`src/rtl/pc_unit.sv`:
```
`default_nettype none
// ============================================================================
//  Module   : pc_unit
//  Purpose  : Fetch program-counter unit with delay-slot control transfers,
//             a one-entry redirect buffer for stalled fetch, and
//             exception / eret redirection.
//  Ports    : clk, reset          - clock, synchronous active-high reset
//             fetch_stall         - hold the fetch PC
//             d_valid, pc_D       - ID-stage transfer valid / ID-stage PC
//             npc_sel, br_op      - transfer kind / branch condition
//             rs_val, rt_val      - forwarded register operands
//             imm26               - jump index; [15:0] is the branch offset
//             exc_req, eret, epc  - exception entry / return and return PC
//             pc_F, pc4_F         - fetch PC (registered) and fetch PC + 4
//             taken               - ID-stage transfer resolved taken
//             pend                - a redirect target is buffered
//             misalign            - a misaligned jr target was just loaded
//  Revision : 1.0 - initial release
// ============================================================================
module pc_unit #(
    parameter logic [31:0] RESET_PC = 32'h0000_3000,
    parameter logic [31:0] EXC_PC   = 32'h0000_4180
) (
    input  logic        clk,
    input  logic        reset,
    input  logic        fetch_stall,
    input  logic        d_valid,
    input  logic [31:0] pc_D,
    input  logic [2:0]  npc_sel,
    input  logic [2:0]  br_op,
    input  logic [31:0] rs_val,
    input  logic [31:0] rt_val,
    input  logic [25:0] imm26,
    input  logic        exc_req,
    input  logic        eret,
    input  logic [31:0] epc,
    output logic [31:0] pc_F,
    output logic [31:0] pc4_F,
    output logic        taken,
    output logic        pend,
    output logic        misalign
);

    localparam logic [2:0] c_SEL_BR  = 3'b001;
    localparam logic [2:0] c_SEL_J   = 3'b010;
    localparam logic [2:0] c_SEL_JR  = 3'b011;

    localparam logic [2:0] c_BR_BEQ  = 3'b000;
    localparam logic [2:0] c_BR_BNE  = 3'b001;
    localparam logic [2:0] c_BR_BLEZ = 3'b010;
    localparam logic [2:0] c_BR_BGTZ = 3'b011;
    localparam logic [2:0] c_BR_BLTZ = 3'b100;
    localparam logic [2:0] c_BR_BGEZ = 3'b101;

    logic [31:0] r_pc_f;
    logic [31:0] r_pend_pc;
    logic        r_pend;
    logic        r_pend_mis;
    logic        r_misalign;

    logic [31:0] w_pc4_d;
    logic [31:0] w_br_target;
    logic [31:0] w_j_target;
    logic [31:0] w_jr_target;
    logic        w_rs_neg;
    logic        w_rs_zero;
    logic        w_br_cond;
    logic        w_taken;
    logic [31:0] w_target;
    logic        w_target_mis;

    assign w_pc4_d     = pc_D + 32'd4;
    assign w_br_target = w_pc4_d + {{14{imm26[15]}}, imm26[15:0], 2'b00};
    assign w_j_target  = {w_pc4_d[31:28], imm26, 2'b00};
    assign w_jr_target = {rs_val[31:2], 2'b00};

    // Signed compares against zero reduce to the sign bit and a zero test.
    assign w_rs_neg  = rs_val[31];
    assign w_rs_zero = (rs_val == 32'd0);

    always_comb begin
        w_br_cond = 1'b0;
        case (br_op)
            c_BR_BEQ:  w_br_cond = (rs_val == rt_val);
            c_BR_BNE:  w_br_cond = (rs_val != rt_val);
            c_BR_BLEZ: w_br_cond = w_rs_neg | w_rs_zero;
            c_BR_BGTZ: w_br_cond = ~w_rs_neg & ~w_rs_zero;
            c_BR_BLTZ: w_br_cond = w_rs_neg;
            c_BR_BGEZ: w_br_cond = ~w_rs_neg;
            default:   w_br_cond = 1'b0;
        endcase
    end

    always_comb begin
        w_taken      = 1'b0;
        w_target     = w_br_target;
        w_target_mis = 1'b0;
        if (d_valid) begin
            case (npc_sel)
                c_SEL_BR: begin
                    w_taken  = w_br_cond;
                    w_target = w_br_target;
                end
                c_SEL_J: begin
                    w_taken  = 1'b1;
                    w_target = w_j_target;
                end
                c_SEL_JR: begin
                    w_taken      = 1'b1;
                    w_target     = w_jr_target;
                    w_target_mis = (rs_val[1:0] != 2'b00);
                end
                default: w_taken = 1'b0;
            endcase
        end
    end

    // Priority: reset > exc_req > eret > taken > pend > fetch_stall > sequential.
    // The misalign flag travels with a buffered target so it is raised on the
    // edge that actually loads that target into pc_F.
    always_ff @(posedge clk) begin
        if (reset) begin
            r_pc_f     <= RESET_PC;
            r_pend     <= 1'b0;
            r_pend_pc  <= 32'd0;
            r_pend_mis <= 1'b0;
            r_misalign <= 1'b0;
        end else begin
            r_misalign <= 1'b0;
            if (exc_req) begin
                r_pc_f <= EXC_PC;
                r_pend <= 1'b0;
            end else if (eret) begin
                r_pc_f <= epc;
                r_pend <= 1'b0;
            end else if (w_taken) begin
                if (!fetch_stall) begin
                    r_pc_f     <= w_target;
                    r_pend     <= 1'b0;
                    r_misalign <= w_target_mis;
                end else begin
                    r_pend_pc  <= w_target;
                    r_pend_mis <= w_target_mis;
                    r_pend     <= 1'b1;
                end
            end else if (r_pend) begin
                if (!fetch_stall) begin
                    r_pc_f     <= r_pend_pc;
                    r_pend     <= 1'b0;
                    r_misalign <= r_pend_mis;
                end
            end else if (!fetch_stall) begin
                r_pc_f <= r_pc_f + 32'd4;
            end
        end
    end

    assign pc_F     = r_pc_f;
    assign pc4_F    = r_pc_f + 32'd4;
    assign taken    = w_taken;
    assign pend     = r_pend;
    assign misalign = r_misalign;

endmodule
`default_nettype wire

```
`config.mk`:
```
export PLATFORM = sky130hd
export DESIGN_NAME = pc_unit
export DESIGN_NICKNAME = d
export VERILOG_FILES = /design/src/rtl/pc_unit.sv
export SDC_FILE = /design/constraint.sdc
export NUM_CORES = 1
export LEC_CHECK = 0
export ABC_AREA = 1
export CAP_MARGIN = 20
export CORE_MARGIN = 2
export CORE_UTILIZATION = 44
export CTS_BUF_LIST = sky130_fd_sc_hd__clkbuf_16
export DETAILED_ROUTE_END_ITERATION = 16
export GPL_TIMING_DRIVEN = 0
export PLACE_DENSITY = 0.8
export SETUP_SLACK_MARGIN = 0.1
export SYNTH_ARGS = -nofsm -noshare
export SYNTH_HDL_FRONTEND = slang
export SYNTH_SLANG_ARGS = --single-unit
```
`constraint.sdc`:
```
create_clock -name clk -period 3.1 [get_ports clk]
set_input_delay 0.62 -clock clk [delete_from_list [all_inputs] [get_ports clk]]
set_output_delay 0.62 -clock clk [all_outputs]
set_load 0.01 [all_outputs]
```
==> results.json <==
{
  "layout_commonest_cell": "nand2_1",
  "wl_um": 37500,
  "nNetsFinal": 1857,
  "drc": 0,
  "clk_pin_slew_worst_paths_ns": 0.06,
  "final_core_utilization_pct": 73.0,
  "drt_first_iter_violations": 1302,
  "core_um2": 17300,
  "rows": 48,
  "port_buffers": 230,
  "nFillCells": 1430,
  "cts_tree": "built",
  "stdcell_count": 1884,
  "diodes": 0,
  "die_area_um2": 18700,
  "relSlewSlack_pct": 42.2,
  "area_growth_pct": 62.9,
  "fin_crit_sh_pct": 105,
  "clockBufferDepth": 2,
  "ys_seq_elements": 67,
  "leakagePower_nw": 5.54,
  "vias": 11103,
  "synthFlopType": "dfxtp_1",
  "crit_slowest_cell": "ha_4",
  "rsz0062_at_grt": "true",
  "grt_antenna_before_repair": 1,
  "cp-endpoint": "pc_F[31]",
  "drive_gt1_share_pct": 24.7,
  "ioPinCount": 233,
  "ant_nets": 0,
  "drv_slew": 0,
  "critPathCaptureType": "flop",
  "dp_hpwl_um": 28300,
  "synth_edf_count": 0,
  "crit_start": "pc_D[2]",
  "grt_max_degree": 21,
  "cp.required_ns": 3.37,
  "gp_congestion": 1.06,
  "synth_fp_nets": 1549,
  "numCtsBuffers": 9,
  "yosysWarningCount": 0,
  "worstSkewPairLatency_ns": 0.34,
  "reg2reg_depth": 15,
  "worstSetupStartpointType": "primary input",
  "final_cell_mix": "287 x nand2_1, 174 x clkdlybuf4s50_1, 151 x inv_1, 112 x nor2_1, 87 x nand3_1",
  "path_common_cell": "nand2_1",
  "crit_arrival_ns": 3.53,
  "outcome": "finished with violations",
  "worst_pin_slew_ns": 0.867,
  "hold_viol_final": 0,
  "cts_sinks": 67,
  "syn_inst": 1347,
  "grt_pass1_vias": 9966,
  "layout_setup_ws_ns": -0.164,
  "finalSetupTns_ns": -1.27,
  "violations": "negative setup slack",
  "async_flop_share_pct": 0,
  "synthTopCellsByArea": "dfxtp_1 17%, nand2_1 16%, inv_1 8.4%",
  "rrSetupSlack_ns": 0.38,
  "worstPathMaxFanout": 5,
  "root_buffer": "clkbuf_16",
  "synth_area_um2": 7760,
  "htree_levels": 3,
  "drt-wirelength-per-cell_um": 19.9,
  "clock.fmax_mhz": 306,
  "r2r_end": "pc_F[24]",
  "whs_path_depth": 2,
  "cp.buffers_inverters": 6,
  "start_util_pct": 44.8,
  "power.density_nw_per_um2": 295,
  "grt_pass1_wl_um": 53400,
  "setup-violations-final": 15,
  "synth_cell_types": 48,
  "grt.total_usage_pct": 37.3,
  "post_dp_cell_area_um2": 10400,
  "placed_cells": 1802,
  "crit_cells": 25,
  "dr.pass1.iters": 6,
  "synth_top_area_share_pct": 17.3,
  "grt_overflow": 0,
  "seq_area_frac_synth_pct": 17.3,
  "clock_skew_ns": 0.00546,
  "die_h_um": 137,
  "slowest_delay_ns": 0.35,
  "ir_worst_vdd_mv": 0.256,
  "avgViaCountPerCell": 5.89,
  "critical_path.top_delay_family": "simple AND/OR/NAND/NOR gates",
  "stdcell_area_um2": 12600,
  "fp.dieW_um": 137,
  "worstSetupPathType": "primary input to flop",
  "pre_cts_slack_ns": -1.28,
  "avgSynthCellArea_um2": 5.76,
  "max-cap-violations": 0,
  "synth_top_area_cell": "dfxtp_1",
  "r2r_start": "pc_F[2]",
  "hold_class": "flop to flop",
  "timing.final.crit_period_ns": 3.26
}
==> synth_stat cells (2+ instances only) <==
| cell type | number |
|---|---|
| inv_2 | 9 |
| xnor2_1 | 43 |
| buf_1 | 2 |
| nand2_4 | 2 |
| nor2_1 | 156 |
| a22oi_1 | 14 |
| o22ai_1 | 7 |
| nand3b_1 | 8 |
| buf_2 | 9 |
| and2_1 | 2 |
| nor3_1 | 32 |
| a32oi_1 | 5 |
| o21ai_1 | 17 |
| a31oi_1 | 2 |
| nand2_1 | 332 |
| nand4_1 | 23 |
| a221oi_1 | 2 |
| o211a_1 | 3 |
| a21oi_1 | 102 |
| dfxtp_1 | 67 |
| a21o_1 | 2 |
| nand3_1 | 109 |
| xor2_1 | 48 |
| o21ai_0 | 79 |
| a21boi_0 | 2 |
| buf_4 | 2 |
| o211ai_1 | 5 |
| ha_1 | 35 |
| nor4_1 | 8 |
| buf_6 | 4 |
| inv_1 | 174 |
| clkbuf_1 | 23 |
| or2_2 | 4 |
==> logic make-up after synthesis <==
| group | synth area share [%] |
|---|---|
| and+or+nand+nor | 37.3 |
| AOI/OAI and AO/OA | 17.6 |
| buffers and inverters | 11.5 |
| xor gates and xnor gates | 10.3 |
| DFF | 17.3 |
| adders and majority gates | 5.90 |
| muxes | 0.129 |
==> through the flow <==
stage	power (mW)	hold slack [ns]
final	3.73	0.486
after global routing	3.85	0.494
after CTS	3.47	0.477
after detailed placement	2.22	0.465
after global placement	2.21	0.455
after floorplan	1.61	0.438
==> layer usage <==
| layer | routed length (um) | share of wire (%) | vias up | GRT usage (%) |
|---|---|---|---|---|
| li1 | - | - | 5027 | - |
| met2 | 17200 | 46 | 844 | 61.7 |
| met4 | 1710 | 4.6 | 2 | 12.2 |
| met3 | 4360 | 12 | 165 | 8.93 |
| met1 | 14300 | 38 | 5065 | 47.7 |
| met5 | 15 | 0.040 | - | 0 |
==> worst register-to-register path: stages (launching register included) <==
cell and delay (ns):
dfxtp_4 0.39, ha_2 0.23, nand3_4 0.13, inv_1 0.13, nand2_4 0.10, nor2_2 0.11, nand2_1 0.10, nor3_2 0.26
nand2_1 0.14, xor2_2 0.21, buf_4 0.14, buf_4 0.13, nand2_1 0.06, o21ai_1 0.07, o211ai_1 0.30, a21oi_1 0.11
==> state kept, by name, summed over array words and instances (netlist names), named ones only <==
| signal | cells |
|---|---|
| misalign | 1 |
| pc_F | 30 |
| pend | 1 |
| r_pend_mis | 1 |
| r_pend_pc | 32 |
==> layout make-up <==
cell class              instances  area, um^2  area share, %
flip-flops and latches         67        1360           10.8
well taps                     225         282           2.23
plain buffers                  40         201           1.59
inverters                     184         691           5.47
clock buffers                   9         225           1.78
repair buffers                298        2820           22.3
multi-input cells            1055        6970           55.2
clock inverters                 6        82.6          0.654
==> report_power, final <==
group	switching, mW	internal (mW)	total [mW]
sequential	0.0384	0.890	0.929
clock	0.406	0.695	1.10
combinational	0.983	0.715	1.70
total	1.43	2.30	3.73
==> what timing repair did <==
item | in CTS | in global routing
endpoints found under the hold margin | 0 | 0
gates cloned | 0 | 0
resized for setup | 318 | 170
setup buffers | 42 | 26
pin swaps | 94 | 62
setup endpoints to repair | 70 | 63
hold buffers | 0 | 0
==> how the worst min path moves through the flow <==
stage,to,start
global placement,r_pend_pc[24],r_pend_pc[24]
global route,r_pend_pc[24],r_pend_pc[24]
detailed placement,r_pend_pc[24],r_pend_pc[24]
CTS,r_pend_pc[24],r_pend_pc[24]
finish,r_pend_pc[24],r_pend_pc[24]
floorplan,r_pend_pc[24],r_pend_pc[24]
Power figures use the tool's default switching activity.
